==> src/rtl/cla_chk_pkg.sv <==
// Shared defaults and state encoding for the carry-lookahead adder result checker.
package cla_chk_pkg;

  localparam int unsigned CHK_WIDTH = 16;
  localparam int unsigned CHK_DIGIT = 4;

  typedef enum logic [1:0] {
    ST_IDLE,
    ST_ADD,
    ST_RESULT
  } chk_state_e;

  // Saturating 16-bit increment for the check/error counters.
  function automatic logic [15:0] sat_inc(input logic [15:0] v);
    return (v == 16'hFFFF) ? v : v + 16'd1;
  endfunction

endpackage

==> src/rtl/chk_digit_add.sv <==
// Combinational DIGIT-bit adder with carry in/out; reused each ADD cycle.
module chk_digit_add
  import cla_chk_pkg::*;
#(
  parameter int unsigned DIGIT = CHK_DIGIT
) (
  input  logic [DIGIT-1:0] a,
  input  logic [DIGIT-1:0] b,
  input  logic             c_in,
  output logic [DIGIT-1:0] sum,
  output logic             c_out
);

  always_comb begin
    {c_out, sum} = {1'b0, a} + {1'b0, b} + {{DIGIT{1'b0}}, c_in};
  end

endmodule

==> config.mk <==
export PLATFORM = sky130hd
export DESIGN_NAME = chk_digit_add
export DESIGN_NICKNAME = d
export VERILOG_FILES = /design/src/rtl/cla_chk_pkg.sv /design/src/rtl/chk_digit_add.sv
export SDC_FILE = /design/constraint.sdc
export NUM_CORES = 1
export LEC_CHECK = 0
export ABC_CLOCK_PERIOD_IN_PS = 3500
export BUFFER_PORTS_ARGS = -buffer_cell sky130_fd_sc_hd__clkbuf_2
export CAP_MARGIN = 20
export CELL_PAD_IN_SITES_DETAIL_PLACEMENT = 0
export CELL_PAD_IN_SITES_GLOBAL_PLACEMENT = 1
export CORE_AREA = 2 2 39 41
export DETAILED_ROUTE_END_ITERATION = 8
export DIE_AREA = 0 0 41 43
export PLACE_DENSITY = 0.5
export SYNTH_ARGS = -nofsm -noshare
export SYNTH_HDL_FRONTEND = slang
export SYNTH_SLANG_ARGS = --single-unit
==> constraint.sdc <==
create_clock -name vclk -period 3.5
set_input_delay 0.875 -clock vclk [all_inputs]
set_output_delay 0.875 -clock vclk [all_outputs]
set_load 0.01 [all_outputs]
==> flow_metrics.py <==
metrics = {
    "run_status": {
        "status": "finished clean",
    },
    "route": {
        "wirelength_um": 359,
        "num_vias": 154,
        "drt-wirelength-per-cell_um": 7.804,
        "route.detailed.drc": 0,
        "drt_iter0_drc": 0,
        "postRouteAntennaNets": 0,
        "first_pass_iters": 1,
        "post_drt_via_cell_ratio": 3.348,
    },
    "grt": {
        "grt_pass1_wl_um": 565,
        "overflow": 0,
        "grt_max_degree": 4,
        "antenna_found_initial": 0,
        "grt_use_total": 0.04300,
        "grt_pass1_vias": 170,
    },
    "critical_path": {
        "crit_arrival_ps": 2080,
        "path_max_fanout": 2,
        "crit_path_end_kind": "output port",
        "critPathLaunchType": "input pin",
        "crit_type": "in2out",
        "crit_required_ps": 2620,
    },
    "timing": {
        "fin_crit_sh": 0.8440,
        "fin_hold_ws_ps": 2110,
        "final_hold_viol_count": 0,
        "fmax_ghz": 0.3385,
        "rsz0062_at_grt": "false",
        "worst_pin_slew_ps": 144.6,
        "setup-tns-final_ps": 0,
        "maxSlewHeadroom": 0.9026,
        "maxSlewViolCount": 0,
        "setup_violations": 0,
        "min_period_ps": 2954,
    },
    "clock_tree": {
        "post_cts_buffers": 0,
        "hold_buffers": 0,
        "cts_resized": 0,
    },
    "pwr": {
        "cellPowerDensity_mw_per_mm2": 176.1,
        "ir_drop_uv": 30.35,
        "power.leakage_uw": 0.0001382,
    },
    "layout": {
        "final_nets": 46,
        "mostFrequentLayoutCell": "clkbuf_2",
        "seq_cell_count": 0,
        "multiInputGateArea_sq_um": 128.9,
        "antenna_cells": 0,
        "seq_area_sq_um": 0,
        "nClkBuffers": 0,
        "drive_gt1_frac": 0.5000,
        "utilization": 0.1691,
        "fin_area_sq_um": 234.0,
        "area_growth_pct": 62.61,
        "nFillCells": 167,
        "mostFrequentLayoutCells": "clkbuf_2 (14), inv_1 (4), ha_1 (3)",
    },
    "yosys": {
        "syn-cell-area_sq_um": 143.9,
        "synthCells": 16,
        "synth_nets": 30,
        "synth_cell_type_count": 9,
        "yosysWarnings": 0,
        "avgSynthCellArea_sq_um": 8.993,
        "yosysSeqAreaShare": 0,
    },
    "flow_run": {
        "cap_violations": 0,
    },
    "place": {
        "dpl_cell_area_sq_um": 234.0,
        "io_buffers": 14,
        "hpwlAfterDp_um": 362.2,
        "routabilityCongestion": 0.6146,
    },
    "floorplan": {
        "initial_core_util": 0.1040,
        "design.die.area_sq_mm": 0.001763,
        "core-area_sq_mm": 0.001384,
        "io_pins": 14,
        "num_rows": 14,
        "die_w_um": 41,
        "dieHeight_um": 43,
    },
    "worst_hold_path": {
        "hp-class": "in2out",
    },
}
-- cells by family (layout without fill, tap and decap cells) --
group,Yosys count,count (layout),share of synthesized area
buf+inv,4,18,0.1043
fa+ha+maj,5,5,0.5392
compound gates,3,3,0.1478
simple gates,2,2,0.08701
xor+xnor,2,2,0.1218
-- cell usage after synthesis, drive strengths merged --
master  count  area [sq um]
xnor2       2         17.52
o21ai       1         5.000
inv         4         15.01
nor2b       1         6.260
a21o        1         7.510
nand2b      1         6.260
a21oi       1         8.760
fa          2         40.04
ha          3         37.54
-- final timing paths --
path | from | end | cells past startpoint
setup / recovery | a[0] | c_out | 8
hold / removal | c_in | sum[0] | 3
-- worst max-delay path, stage by stage --
cell      delay, ps
clkbuf_2         90
fa_1            430
inv_1            80
fa_1            210
nor2b_1          50
o21ai_0         150
nand2b_1         70
clkbuf_2        120
-- power by group --
part	switching [uW]	internal, uW	leakage, uW	total, uW
logic	20.8	20.4	0.000138	41.2
clock network	0	0	0	0
registers	0	0	0	0
total	20.8	20.4	0.000138	41.2
-- final cells by class --
class	count	area share
inverter	4	0.06417
multi-input combinational	12	0.5508
timing repair buffer	14	0.2995
tap	16	0.08556
-- metrics by stage --
step	setup slack [ps]	power (uW)	instances
3_5_place_dp	526.8	41.85	46
5_1_grt	465.3	46.69	46
4_1_cts	525.1	42.04	46
6_report	545.9	41.20	46
2_1_floorplan	766.9	24.32	16
3_3_place_gp	524.1	42.03	46
-- metal layers --
metal,wire length (um),vias up,track usage,share of wire
met5,0,-,0,0
li1,-,78,-,-
met4,0,0,0,0
met1,169,62,0.05714,0.47
met3,98,0,0.02618,0.27
met2,91,14,0.06250,0.25
(Power assumes the default switching activity.)
